`src/rtl/axi_cmd_pkg.sv`:
```
// Shared request type, FSM state and AXI response/burst constants for the command front end.
package axi_cmd_pkg;

  localparam int AXI_ADDR_W = 32;
  localparam int NAT_ADDR_W = 26;
  localparam int BEAT_SHIFT = 5;

  localparam logic [1:0] RESP_OKAY   = 2'b00;
  localparam logic [1:0] RESP_SLVERR = 2'b10;

  localparam logic [1:0] BURST_FIXED = 2'b00;
  localparam logic [1:0] BURST_INCR  = 2'b01;
  localparam logic [1:0] BURST_WRAP  = 2'b10;

  typedef struct packed {
    logic [NAT_ADDR_W-1:0] addr;
    logic [1:0]            burst;
    logic [7:0]            len;
    logic [3:0]            size;
    logic                  id;
  } axi_req_t;

  typedef enum logic {ST_IDLE, ST_BURST} state_t;

  // WRAP is deliberately walked like INCR; only FIXED keeps the base address.
  function automatic logic addr_steps(input logic [1:0] burst);
    case (burst)
      BURST_FIXED:            return 1'b0;
      BURST_INCR, BURST_WRAP: return 1'b1;
      default:                return 1'b1;
    endcase
  endfunction

  function automatic logic req_bad(input axi_req_t r);
    return (r.size != 4'd5) || (r.burst == 2'b11);
  endfunction

endpackage

```
`src/rtl/axi_cmd_bq.sv`:
```
// Synchronous FIFO for B responses; push and pop are same-cycle, output reads the head entry combinationally.
// A push while full is accepted only when a pop happens in the same cycle (count stays put).
module axi_cmd_bq
  import axi_cmd_pkg::*;
#(
  parameter int W     = 3,
  parameter int DEPTH = 2
) (
  input  logic         clk,
  input  logic         rst,
  input  logic         push,
  input  logic [W-1:0] din,
  input  logic         pop,
  output logic [W-1:0] dout,
  output logic         empty,
  output logic         full
);

  localparam int PW = (DEPTH > 1) ? $clog2(DEPTH) : 1;

  logic [W-1:0]  mem [DEPTH];
  logic [PW-1:0] wr_ptr;
  logic [PW-1:0] rd_ptr;
  logic [PW:0]   count;
  logic          do_push;
  logic          do_pop;

  assign empty   = (count == '0);
  assign full    = (count == (PW+1)'(DEPTH));
  assign do_pop  = pop && !empty;
  assign do_push = push && (!full || do_pop);
  assign dout    = mem[rd_ptr];

  always_ff @(posedge clk or negedge rst) begin
    if (!rst) begin
      wr_ptr <= '0;
      rd_ptr <= '0;
      count  <= '0;
      for (int i = 0; i < DEPTH; i++) mem[i] <= '0;
    end else begin
      if (do_push) begin
        mem[wr_ptr] <= din;
        wr_ptr      <= wr_ptr + 1'b1;
      end
      if (do_pop) rd_ptr <= rd_ptr + 1'b1;
      count <= count + (PW+1)'(do_push) - (PW+1)'(do_pop);
    end
  end

endmodule

```
`src/rtl/axi_cmd_front.sv`:
```
// AXI AW/AR/B front end splitting bursts into single-beat native commands; AXI_ERR_CHECK_EN enables size/burst rejection.
// First beat follows the accept by one grant cycle; cmd_* hold under cmd_ready backpressure, writes wait while the B queue is full.
module axi_cmd_front
  import axi_cmd_pkg::*;
#(
  parameter int ADDR_W   = AXI_ADDR_W,
  parameter int NAT_AW   = NAT_ADDR_W,
  parameter int BQ_DEPTH = 2
) (
  input  logic              clk,
  input  logic              rst,
  input  logic              aw_valid,
  output logic              aw_ready,
  input  logic [ADDR_W-1:0] aw_addr,
  input  logic [1:0]        aw_burst,
  input  logic [7:0]        aw_len,
  input  logic [3:0]        aw_size,
  input  logic              aw_id,
  input  logic [1:0]        aw_lock,
  input  logic [2:0]        aw_prot,
  input  logic [3:0]        aw_cache,
  input  logic [3:0]        aw_qos,
  input  logic              aw_first,
  input  logic              aw_last,
  input  logic              ar_valid,
  output logic              ar_ready,
  input  logic [ADDR_W-1:0] ar_addr,
  input  logic [1:0]        ar_burst,
  input  logic [7:0]        ar_len,
  input  logic [3:0]        ar_size,
  input  logic              ar_id,
  input  logic [1:0]        ar_lock,
  input  logic [2:0]        ar_prot,
  input  logic [3:0]        ar_cache,
  input  logic [3:0]        ar_qos,
  input  logic              ar_first,
  input  logic              ar_last,
  output logic              b_valid,
  input  logic              b_ready,
  output logic [1:0]        b_resp,
  output logic              b_id,
  output logic              b_first,
  output logic              b_last,
  output logic              cmd_valid,
  input  logic              cmd_ready,
  output logic              cmd_we,
  output logic [NAT_AW-1:0] cmd_addr,
  output logic              cmd_last,
  output logic              ar_err
);

  axi_req_t          aw_q;
  axi_req_t          ar_q;
  axi_req_t          sel_req;
  logic              aw_held;
  logic              ar_held;
  state_t            state;
  logic              last_grant_wr;
  logic [7:0]        beat;
  logic [7:0]        cur_len;
  logic [NAT_AW-1:0] cur_base;
  logic              cur_incr;
  logic              cur_id;

  logic              wr_ok;
  logic              grant_rd;
  logic              grant_wr;
  logic              rd_bad;
  logic              wr_bad;
  logic              sel_bad;
  logic              cmd_fire;
  logic              bq_push;
  logic              bq_pop;
  logic              bq_full;
  logic              bq_empty;
  logic [2:0]        bq_din;
  logic [2:0]        bq_dout;

  assign aw_ready = !aw_held;
  assign ar_ready = !ar_held;
  assign cmd_fire = cmd_valid && cmd_ready;

  // Round-robin between held requests; a blocked write (B queue full) yields to a read.
  assign wr_ok    = aw_held && !bq_full;
  assign grant_rd = (state == ST_IDLE) && ar_held && (!wr_ok || last_grant_wr);
  assign grant_wr = (state == ST_IDLE) && wr_ok && !grant_rd;
  assign sel_req  = grant_rd ? ar_q : aw_q;
  assign sel_bad  = grant_rd ? rd_bad : wr_bad;

`ifdef AXI_ERR_CHECK_EN
  assign rd_bad = req_bad(ar_q);
  assign wr_bad = req_bad(aw_q);
`else
  assign rd_bad = 1'b0;
  assign wr_bad = 1'b0;
`endif

  always_comb begin
    bq_push = 1'b0;
    bq_din  = {cur_id, RESP_OKAY};
    if (grant_wr && wr_bad) begin
      bq_push = 1'b1;
      bq_din  = {aw_q.id, RESP_SLVERR};
    end else if ((state == ST_BURST) && cmd_fire && cmd_last && cmd_we) begin
      bq_push = 1'b1;
    end
  end

  always_ff @(posedge clk or negedge rst) begin
    if (!rst) begin
      aw_held       <= 1'b0;
      ar_held       <= 1'b0;
      aw_q          <= '0;
      ar_q          <= '0;
      state         <= ST_IDLE;
      last_grant_wr <= 1'b1;
      beat          <= '0;
      cur_len       <= '0;
      cur_base      <= '0;
      cur_incr      <= 1'b0;
      cur_id        <= 1'b0;
      cmd_valid     <= 1'b0;
      cmd_we        <= 1'b0;
      cmd_addr      <= '0;
      cmd_last      <= 1'b0;
      ar_err        <= 1'b0;
    end else begin
      ar_err <= 1'b0;
      if (aw_valid && aw_ready) begin
        aw_held <= 1'b1;
        aw_q    <= '{addr: aw_addr[NAT_AW+BEAT_SHIFT-1:BEAT_SHIFT], burst: aw_burst,
                     len: aw_len, size: aw_size, id: aw_id};
      end
      if (ar_valid && ar_ready) begin
        ar_held <= 1'b1;
        ar_q    <= '{addr: ar_addr[NAT_AW+BEAT_SHIFT-1:BEAT_SHIFT], burst: ar_burst,
                     len: ar_len, size: ar_size, id: ar_id};
      end
      case (state)
        ST_IDLE: begin
          if (grant_rd || grant_wr) begin
            last_grant_wr <= grant_wr;
            if (sel_bad) begin
              // Rejected requests never reach BURST; they just free their slot.
              if (grant_wr) begin
                aw_held <= 1'b0;
              end else begin
                ar_held <= 1'b0;
                ar_err  <= 1'b1;
              end
            end else begin
              state     <= ST_BURST;
              cmd_valid <= 1'b1;
              cmd_we    <= grant_wr;
              cmd_addr  <= sel_req.addr;
              cmd_last  <= (sel_req.len == 8'd0);
              beat      <= '0;
              cur_base  <= sel_req.addr;
              cur_len   <= sel_req.len;
              cur_incr  <= addr_steps(sel_req.burst);
              cur_id    <= sel_req.id;
            end
          end
        end
        ST_BURST: begin
          if (cmd_fire) begin
            if (cmd_last) begin
              state     <= ST_IDLE;
              cmd_valid <= 1'b0;
              cmd_we    <= 1'b0;
              cmd_last  <= 1'b0;
              if (cmd_we) aw_held <= 1'b0;
              else        ar_held <= 1'b0;
            end else begin
              beat     <= beat + 8'd1;
              cmd_last <= ((beat + 8'd1) == cur_len);
              cmd_addr <= cur_incr ? cur_base + NAT_AW'(beat + 8'd1) : cur_base;
            end
          end
        end
        default: state <= ST_IDLE;
      endcase
    end
  end

  assign bq_pop = b_valid && b_ready;

  axi_cmd_bq #(
    .W     (3),
    .DEPTH (BQ_DEPTH)
  ) u_bq (
    .clk   (clk),
    .rst   (rst),
    .push  (bq_push),
    .din   (bq_din),
    .pop   (bq_pop),
    .dout  (bq_dout),
    .empty (bq_empty),
    .full  (bq_full)
  );

  assign b_valid = !bq_empty;
  assign b_id    = bq_dout[2];
  assign b_resp  = bq_dout[1:0];
  assign b_first = b_valid;
  assign b_last  = b_valid;

  logic unused_ok;
  assign unused_ok = ^{aw_addr, aw_lock, aw_prot, aw_cache, aw_qos, aw_first, aw_last,
                       ar_addr, ar_lock, ar_prot, ar_cache, ar_qos, ar_first, ar_last,
                       sel_req.size};

endmodule

```
`config.mk`:
```
export PLATFORM = sky130hd
export DESIGN_NAME = axi_cmd_front
export DESIGN_NICKNAME = d
export VERILOG_FILES = /design/src/rtl/axi_cmd_pkg.sv /design/src/rtl/axi_cmd_bq.sv /design/src/rtl/axi_cmd_front.sv
export SDC_FILE = /design/constraint.sdc
export NUM_CORES = 1
export LEC_CHECK = 0
export ABC_AREA = 1
export CAP_MARGIN = 10
export CORE_MARGIN = 4
export CORE_UTILIZATION = 35
export CTS_CLUSTER_DIAMETER = 200
export CTS_CLUSTER_SIZE = 30
export DETAILED_ROUTE_END_ITERATION = 7
export GPL_ROUTABILITY_DRIVEN = 1
export PLACE_DENSITY = 0.61
export SLEW_MARGIN = 5
export SYNTH_ARGS = -nofsm -noshare
export SYNTH_HDL_FRONTEND = slang
export SYNTH_SLANG_ARGS = --single-unit
export TNS_END_PERCENT = 30
```
`constraint.sdc`:
```
create_clock -name clk -period 2.4 [get_ports clk]
set_input_delay 0.24 -clock clk [delete_from_list [all_inputs] [get_ports clk]]
set_output_delay 0.24 -clock clk [all_outputs]
set_load 0.1 [all_outputs]
```
== After elaboration in Yosys (flattened, before gate mapping) ==
Index checks and enable logic that the tools add are counted.

* Bits in registers: 169
* Input bits: 130
* Output and inout bits: 38
* Logic and storage cells: 120

* Add/subtract/negate cells: 7
* Magnitude comparators: 3
* Eq/ne operators: 6
* Mux-type cells: 42
* Bitwise logic cells: 3
* Reduce and logical (&&, ||, !) cells: 31

{| class="wikitable"
|+ Operator list
! cell !! count
|-
| 26-bit 2-to-1 mux || 4
|-
| 26-bit case mux with 2 select lines || 1
|-
| 41-bit 2-to-1 mux || 1
|-
| 26-bit by 9-bit adder with 26-bit output || 1
|-
| 8-bit 2-to-1 mux || 3
|-
| 1-bit 2-to-1 mux || 20
|-
| 8-bit case mux with 2 select lines || 1
|-
| 1-bit logical AND || 15
|-
| 3-bit 2-to-1 mux || 4
|-
| 1-bit case mux with 2 select lines || 6
|-
| 8-bit by 1-bit adder with 9-bit output (second input constant) || 1
|-
| 8-bit by 1-bit adder with 8-bit output (second input constant) || 1
|-
| 8-bit == test || 1
|-
| 8-bit logical NOT || 1
|-
| 6-bit bitwise mux || 1
|-
| 1-bit logical NOT || 6
|-
| 3-bit AND reduction || 2
|-
| 2-bit >= comparator (second input constant) || 2
|-
| 2-bit logical NOT || 2
|-
| 2-bit by 1-bit inequality test with 1-bit output (second input constant) || 2
|-
| 2-bit inequality test (second input constant) || 2
|-
| 1-bit NOT with 2-bit output || 2
|-
| 2-bit AND reduction || 2
|-
| 3-bit demux with 1-bit select || 1
|-
| other kinds (7) || 10
|}

== Longest topological paths before layout ==
Gate-level depths: netlist (run 1).

* Depth in word-level cells: 11
* Mapped depth: 14
* Gate-level depth less buffers: 13

== By module ==
From an unflattened synthesis (run 1), not the netlist that was laid out.

* Cells, all modules: 959
* Area total of the unflattened synthesis: 8221.6 um2

{| class="wikitable"
|+ Modules (own cells, without submodules)
! module !! times used !! cells each !! area an instance (um2) !! seq. area each (um2)
|-
| axi_cmd_front || 1 || 895 || 7692.4 || 3779.9
|-
| axi_cmd_bq || 1 || 64 || 529.3 || 250.2
|}

== Worst setup path after synthesis (run 1) ==
No wires, ideal clock.

* Path type: register -> output
* Start point: register u_bq.rd_ptr
* End point: output port b_id
* Data arrival time: 2.508 ns
* Data required time: 2.160 ns
* Path slack: -0.348 ns
* Cell stages (with the launch flop): 2
* Buffers on the path: 0
* Cell sequence: dfrtp_1 -> o21ai_0

* Word-level cells in the longest chain between the ends: 4

{| class="wikitable"
|+ RTL lines
! element !! line !! source
|-
| from (decl) || axi_cmd_bq.sv:23 || <nowiki>logic [PW-1:0] rd_ptr;</nowiki>
|-
| from (signal assigned) || axi_cmd_bq.sv:45 || <nowiki>if (do_pop) rd_ptr <= rd_ptr + 1'b1;</nowiki>
|-
| 1-bit NOT with 2-bit output (implied by the code) || axi_cmd_bq.sv:32 || <nowiki>assign dout = mem[rd_ptr];</nowiki>
|-
| 3-bit 2-to-1 mux (implied by the code) (3 in a row) || axi_cmd_bq.sv:32 ||
|-
| to (decl) || axi_cmd_front.sv:41 || <nowiki>output logic b_id,</nowiki>
|}

No other way between the ends. The select of a mux whose other input is x is not followed.

== Worst setup path in the final report (run 1) ==
* Start point: register beat[0]
* End point: register cmd_addr[22]

* Word-level cells in the longest chain between the ends: 6

{| class="wikitable"
|+ RTL lines
! element !! line !! source
|-
| from (decl) || axi_cmd_front.sv:59 || <nowiki>logic [7:0] beat;</nowiki>
|-
| from (signal assigned) || axi_cmd_front.sv:175 || <nowiki>beat <= beat + 8'd1;</nowiki>
|-
| 8-bit by 1-bit adder with 9-bit output || axi_cmd_front.sv:177 || <nowiki>cmd_addr <= cur_incr ? cur_base + NAT_AW'(beat + 8'd1) : cur_base;</nowiki>
|-
| 26-bit by 9-bit adder with 26-bit output || axi_cmd_front.sv:177 ||
|-
| 26-bit 2-to-1 mux || axi_cmd_front.sv:177 ||
|-
| 26-bit 2-to-1 mux || axi_cmd_front.sv:167 || <nowiki>if (cmd_last) begin</nowiki>
|-
| 26-bit 2-to-1 mux || axi_cmd_front.sv:166 || <nowiki>if (cmd_fire) begin</nowiki>
|-
| 26-bit case mux with 2 select lines || axi_cmd_front.sv:139 || <nowiki>case (state)</nowiki>
|-
| to (signal assigned) || axi_cmd_front.sv:155 || <nowiki>cmd_addr <= sel_req.addr;</nowiki>
|-
| to (signal assigned) || axi_cmd_front.sv:177 ||
|-
| to (decl) || axi_cmd_front.sv:47 || <nowiki>output logic [NAT_AW-1:0] cmd_addr,</nowiki>
|}

No other way between the ends. The select of a mux whose other input is x is not followed.
A chain may end at the register's enable or synchronous reset.

==> reports/qor.csv, run 1 <==
stage,metric,value,unit
synth,synth_top_cells_by_count,"nand2_1 (223), dfrtp_1 (156), inv_1 (87)",
synth,ys_seq_elements,157,
power_and_ir_drop,p_sw,0.00656,W
clock_network,htree_num_levels,4,
status,status,completed,
critical_path,rr_worst_depth,13,
floorplan,die_y,160,µm
critical_path,max_stage_delay,0.42,ns
sta,fmax,470,MHz
finish,nets,1187,
clock_network,cts.clk_slew.worst_paths,0.07,ns
routing,drcViolationCount,0,
placed_design,pre_cts_slack,0.300,ns
global_routing,grt-ovfl-total,0,
clock_network,cts_buffer_depth,2,
sta,slew_viol_final,0,
global_routing,grt_pass1_wl,33800,µm
clock_network,insertion_delay,0.43,ns
power_and_ir_drop,p_clk_share,20.1,%
power_and_ir_drop,vdd_ir_drop_max,0.601,mV
sta,hold_slack,0.357,ns
critical_path,path_max_fanout,16,
clock_network,clock-root-buffer,clkbuf_16,
power_and_ir_drop,power.density,1390,nW/µm²
floorplan,initial_core_util,35.6,%
floorplan,ioPinCount,168,
global_routing,grt_max_degree,59,
global_routing,antenna_found_initial,0,
floorplan,die_x,160,µm
finish,area_growth,23.9,%
synth,yosysSeqAreaShare,48.6,%
synth,ys_types,47,
critical_path,worstPathRequired,2.72,ns
clock_network,cts.sinks,157,
floorplan,dieArea,25600,µm²
routing,first_pass_iters,6,
min_path,hold_path.class,in -> async,
synth,avgSynthCellArea,8.63,µm²
critical_path,crit_type,reg -> reg,
routing,drtIter0Drc,561,
synth,syn_area,8080,µm²
routing,vias,6489,
power_and_ir_drop,seqPwrFrac,32.4,%
power_and_ir_drop,switching_share,47.3,%
synth,synth-main-ff-cell,dfrtp_1,
synth,netlist_instances,936,
sta,min_period_over_period,88.7,%
sta,fin_ws,0.272,ns
placed_design,gp_congestion,0.860,
sta,final-hold-violation-count,0,
sta,layout_min_cycle_time,2.13,ns
placed_design,post-dp-hpwl,14900,µm
critical_path,critical_path.cell_chain,inv_1 -> ha_1 -> inv_1 -> fa_1 -> nand3_1 -> nand2_1 -> nand2_1 -> nand3_2 -> buf_12 -> nand4_1 -> nand3_1 -> nand2_1 -> nand2_1,
routing,via_per_inst,4.83,
critical_path,cp-start-kind,flip-flop,
power_and_ir_drop,p_leak,4.91,nW
finish,layout-drive-gt1-share,15.8,%
floorplan,core-area,22700,µm²
sta,rsz0062_at_grt,false,
floorplan,row_count,55,
clock_network,tritoncts,built,
critical_path,critPathMostFrequentCell,nand2_1,
sta,skew,0.0113,ns
synth,synth_area_leaders,"dfrtp_1 (48%), nand2_1 (10%), mux2_2 (7.2%)",
clock_network,cts_made_buffers,17,
sta,relSlewSlack,60.7,%
finish,diodes,0,
sta,finalSetupTns,0,ns
synth,synth_top_area_share,48.3,%
synth,async_reset_ff_share,100,%
critical_path,end_kind,flip-flop,
synth,synth_edf_count,0,
placed_design,port_buffers,114,
routing,antenna_left,0,
routing,wl_per_cell,15.4,µm
synth,yosys_warnings,0,
run,drv_cap,0,
routing,drt-total-wl,20700,µm
global_routing,track_usage,16.3,%
synth,synth_most_common_cell,nand2_1,
sta,setup_viol,0,
synth,synth_top_area_cell,dfrtp_1,
critical_path,arrival,2.45,ns
global_routing,grt_pass1_vias,6263,
finish,fillers,2230,
power_and_ir_drop,p_int,0.00731,W
sta,worst_pin_slew,0.589,ns
critical_path,crit_path_top_delay_cell,fa_1,
power_and_ir_drop,power_frac_comb,47.6,%
==> path summary, 6_finish.rpt <==
check                             startpoint      endpoint  slack [ns]
worst min register to register  cmd_addr[22]  cmd_addr[22]        0.48
worst max-delay path                 beat[0]  cmd_addr[22]        0.27
worst max register to register       beat[0]  cmd_addr[22]        0.27
max in group asynchronous                rst   cmd_addr[8]        1.27
worst min-delay path                     rst       aw_q[7]        0.36
min in group clk                  aw_addr[8]      aw_q[18]        0.38
==> cell type report <==
cell class	instances	area, µm²	share of cell area (%)
Multi-Input combinational cell	646	3530	35.3
Timing Repair Buffer	131	1250	12.5
Inverter	92	350	3.50
Clock buffer	17	425	4.25
Clock inverter	15	171	1.71
Sequential cell	157	3930	39.3
Tap cell	285	357	3.56
==> power groups by stage <==
stage | Combinational, W | Sequential [W] | Clock, W
6_report | 0.00660 | 0.00450 | 0.00278
5_1_grt | 0.00720 | 0.00464 | 0.00293
4_1_cts | 0.00664 | 0.00450 | 0.00283
3_5_place_dp | 0.00661 | 0.00455 | 0
3_3_place_gp | 0.00653 | 0.00452 | 0
2_1_floorplan | 0.00355 | 0.00593 | 0
==> flip-flops by register name (all words and copies together) (netlist names), 2 cells and up <==
name and count:
ar_q 37, aw_q 37, beat 8, cmd_addr 26, cur_base 26, cur_len 8, u_bq.count 2, u_bq.mem 2
==> per-layer routing <==
layer / up-vias / part of all wire [%] / global-route usage [%]
met5: - / 0 / 0
met4: 0 / 1.2 / 4.65
met3: 14 / 4.1 / 2.22
met2: 144 / 44 / 24.3
met1: 3059 / 51 / 24.9
li1: 3272 / - / -
==> stage by stage <==
stage,power (W),instance area [µm²],utilization [%],instances
floorplan,0.00949,8090,-,938
global placement,0.0111,9400,41.4,1310
detailed placement,0.0112,9400,41.4,1310
CTS,0.0140,10000,44.1,1343
global route,0.0148,10000,44.1,1343
finish,0.0139,10000,44.1,1343
==> worst max-delay path, delay by kind of cell, from the launching register on <==
kind          cells  cell delay (ns)
fa+ha+maj         2             0.58
simple gates      8             0.72
flops             1             0.38
buf+inv           3             0.33
==> logic make-up (layout without fill, tap and decap cells) <==
kind of cell | count (synthesis) | after routing | synth area share [%]
AND/OR/NAND/NOR | 420 | 420 | 22.8
flip-flops | 157 | 157 | 48.6
AO/OA/AOI/OAI | 141 | 141 | 9.44
buffers and inverters | 135 | 255 | 7.82
multiplexers | 60 | 60 | 8.24
adder cells (fa/ha/maj) | 12 | 12 | 1.95
XOR/XNOR | 10 | 10 | 1.08
other | 1 | 3 | 0.0464
==> placed cells by master (no fill, tap or decap), types with 3 or more instances in the layout <==
| master | instances |
|---|---|
| a21o_1 | 3 |
| a21oi_1 | 50 |
| a31oi_1 | 6 |
| buf_12 | 5 |
| buf_4 | 46 |
| clkbuf_16 | 17 |
| clkdlybuf4s50_1 | 78 |
| conb_1 | 3 |
| dfrtp_1 | 156 |
| ha_1 | 11 |
| inv_1 | 87 |
| inv_2 | 3 |
| inv_6 | 8 |
| mux2_2 | 52 |
| mux2i_1 | 8 |
| nand2_1 | 222 |
| nand2_2 | 4 |
| nand2_4 | 4 |
| nand3_1 | 60 |
| nand3b_1 | 3 |
| nand4_1 | 18 |
| nor2_1 | 86 |
| nor3_1 | 7 |
| o21ai_0 | 47 |
| o21ai_1 | 18 |
| o22ai_1 | 7 |
| or2_2 | 7 |
| xnor2_1 | 4 |
| xor2_1 | 6 |
==> timing repair <==
item / in CTS / in global routing
gates resized for setup: 0 / 0
hold buffers: 1 / 0
endpoints found under the hold margin: 53 / 0
buffers inserted: 0 / 0
No activity file was read; power rests on OpenSTA's default activity.
==> inputs of run 2 (changes only) <==
--- a/config.mk
+++ b/config.mk
@@ -13,7 +13,7 @@
 export CTS_CLUSTER_SIZE = 30
 export DETAILED_ROUTE_END_ITERATION = 7
 export GPL_ROUTABILITY_DRIVEN = 1
-export PLACE_DENSITY = 0.61
+export PLACE_DENSITY = 0.58
 export SLEW_MARGIN = 5
 export SYNTH_ARGS = -nofsm -noshare
 export SYNTH_HDL_FRONTEND = slang
==> reports/qor.csv, run 2 (synthesis results as in run 1) <==
stage,metric,value,unit,change
status,status,completed,,unchanged
floorplan,core-area,22700,µm²,unchanged
finish,layout-drive-gt1-share,16.0,%,was 15.8%
routing,antenna_left,0,,unchanged
placed_design,gp_congestion,0.862,,was 0.860
clock_network,cts_buffer_depth,2,,unchanged
global_routing,antenna_found_initial,0,,unchanged
power_and_ir_drop,power.density,1370,nW/µm²,was 1390 nW/µm²
power_and_ir_drop,seqPwrFrac,32.8,%,was 32.4%
routing,drtIter0Drc,538,,was 561
finish,finalNonFillerCells,1344,,was 1343
floorplan,die_x,160,µm,unchanged
power_and_ir_drop,p_int,0.00711,W,was 0.00731 W
sta,setup_viol,0,,unchanged
critical_path,end_kind,flip-flop,,unchanged
critical_path,path_max_fanout,16,,unchanged
routing,vias,6566,,was 6489
clock_network,insertion_delay,0.43,ns,about the same
floorplan,ioPinCount,168,,unchanged
finish,diodes,0,,unchanged
routing,wl_per_cell,15.3,µm,was 15.4 µm
sta,hold_slack,0.298,ns,was 0.357 ns
power_and_ir_drop,vdd_ir_drop_max,0.573,mV,was 0.601 mV
critical_path,critPathMostFrequentCell,nand2_1,,unchanged
clock_network,ctsResizeCount,0,,unchanged
power_and_ir_drop,switching_share,47.8,%,was 47.3%
sta,rsz0062_at_grt,false,,unchanged
finish,multiInputGateArea,3530,µm²,about the same
critical_path,crit_path_top_delay_cell,fa_1,,unchanged
global_routing,use_met3,3.38,%,was 2.22%
finish,area_growth,23.4,%,was 23.9%
routing,drt-total-wl,20600,µm,was 20700 µm
clock_network,cts_made_buffers,17,,unchanged
critical_path,cp_top_family,simple AND/OR/NAND/NOR gates,,unchanged
power_and_ir_drop,p_sw,0.00651,W,was 0.00656 W
sta,min_period_over_period,89.9,%,was 88.7%
min_path,hold_path.class,in -> async,,unchanged
global_routing,grt_max_degree,63,,was 59
finish,regArea,3930,µm²,unchanged
placed_design,port_buffers,114,,unchanged
clock_network,cts.clk_slew.worst_paths,0.07,ns,about the same
clock_network,cts.sinks,157,,unchanged
placed_design,post-dp-hpwl,14900,µm,about the same
clock_network,tritoncts,built,,unchanged
sta,slew_viol_final,0,,unchanged
finish,nets,1188,,was 1187
routing,first_pass_iters,5,,was 6
clock_network,cts_hold_buffers,1,,unchanged
sta,layout_min_cycle_time,2.16,ns,was 2.13 ns
floorplan,row_count,55,,unchanged
placed_design,placedCellCount,1311,,was 1310
global_routing,grt.busiest_layer,met1,,unchanged
finish,layout_commonest_cell,nand2_1,,unchanged
floorplan,initial_core_util,35.6,%,unchanged
global_routing,met1_usage,25.0,%,was 24.9%
routing,drcViolationCount,0,,unchanged
global_routing,grt_pass1_vias,6397,,was 6263
power_and_ir_drop,p_clk_share,18.5,%,was 20.1%
critical_path,worstPathRequired,2.72,ns,about the same
finish,reg_top3,"ar_q x37, aw_q x37",,unchanged
finish,mostFrequentLayoutCells,"nand2_1 (221), dfrtp_1 (156), inv_1 (87)",,"was nand2_1 (222), dfrtp_1 (156), inv_1 (87)"
critical_path,arrival,2.47,ns,was 2.45 ns
critical_path,cp.depth,13,,unchanged
sta,skew,0.0104,ns,was 0.0113 ns
routing,via_per_inst,4.89,,was 4.83
sta,fmax,464,MHz,was 470 MHz
placed_design,pre_cts_slack,0.261,ns,was 0.300 ns
critical_path,crit_buf_inv,3,,unchanged
power_and_ir_drop,p_leak,4.89,nW,was 4.91 nW
power_and_ir_drop,power_frac_comb,48.8,%,was 47.6%
critical_path,rr_worst_depth,13,,unchanged
sta,finalSetupTns,0,ns,unchanged
run,drv_cap,0,,unchanged
sta,relSlewSlack,64.3,%,was 60.7%
clock_network,htree_num_levels,4,,unchanged
global_routing,grt_pass1_wl,33800,µm,about the same
sta,final-hold-violation-count,0,,unchanged
critical_path,cp-start-kind,flip-flop,,unchanged
finish,fillers,2277,,was 2230
critical_path,max_stage_delay,0.43,ns,was 0.42 ns
finish,final_core_util,43.9,%,was 44.1%
sta,worst_pin_slew,0.529,ns,was 0.589 ns
global_routing,track_usage,16.3,%,about the same
critical_path,crit_type,reg -> reg,,unchanged
global_routing,grt-ovfl-total,0,,unchanged
clock_network,clock-root-buffer,clkbuf_16,,unchanged
critical_path,critical_path.cell_chain,inv_1 -> ha_1 -> inv_1 -> fa_1 -> nand3_1 -> nand2_1 -> nand2_1 -> nand3_2 -> buf_12 -> nand4_1 -> nand3_1 -> nand2_1 -> nand2_1,,unchanged
floorplan,die_y,160,µm,unchanged
floorplan,dieArea,25600,µm²,unchanged
global_routing,use_met2,23.9,%,was 24.3%
clock_network,post_cts_buffers,0,,unchanged
sta,fin_ws,0.243,ns,was 0.272 ns
run 2: cell count changes in the layout (fill, tap and decap cells not counted), sizes merged:
cell	delta
inv	-5
clkinv	+5
clkbuf	+1
bufinv	-2
clkinvlp	+1
buf	+1
run 2: area by class of cell:
type / instances / area share, %
Inverter: 92 / 3.51
Tap cell: 285 / 3.58
Multi-Input combinational cell: 646 / 35.4
Sequential cell: 157 / 39.4
Timing Repair Buffer: 132 / 12.6
Clock buffer: 18 / 4.40
Clock inverter: 14 / 1.12
run 2: layer usage:
layer  share of wire, %  wire (µm)  vias to the layer above
met5                  0          0                        -
met4               0.94        194                        0
met3                4.8        993                       16
met2                 43       8890                      159
met1                 51      10500                     3110
li1                   -          -                     3281
run 2: worst paths after layout:
kind | from | endpoint | slack, ns
max | beat[0] | cmd_addr[14] | 0.24
max in group asynchronous | rst | last_grant_wr | 1.40
min | rst | cmd_addr[25] | 0.30
min reg2reg | cur_id | u_bq.mem[5] | 0.48
min in group clk | aw_len[2] | aw_q[7] | 0.40
max reg2reg | beat[0] | cmd_addr[14] | 0.24
run 2: stage by stage:
step / area, µm² / total power [W]
final: 9970 / 0.0136
after detailed placement: 9410 / 0.0112
after floorplan: 8090 / 0.00949
after global routing: 9970 / 0.0146
after global placement: 9410 / 0.0111
after CTS: 9970 / 0.0137
run 2: power groups by stage:
stage / registers, W / logic (W) / clock network (W)
2_1_floorplan: 0.00593 / 0.00355 / 0
3_3_place_gp: 0.00448 / 0.00659 / 0
3_5_place_dp: 0.00451 / 0.00665 / 0
4_1_cts: 0.00447 / 0.00669 / 0.00257
5_1_grt: 0.00462 / 0.00727 / 0.00269
6_report: 0.00446 / 0.00665 / 0.00251
run 2: worst register-to-register path: cells and delay by family, from the launching register on:
| kind | cells | cell delay [ns] |
|---|---|---|
| adders and majority gates | 2 | 0.59 |
| buffers and inverters | 3 | 0.37 |
| DFF | 1 | 0.37 |
| and+or+nand+nor | 8 | 0.71 |
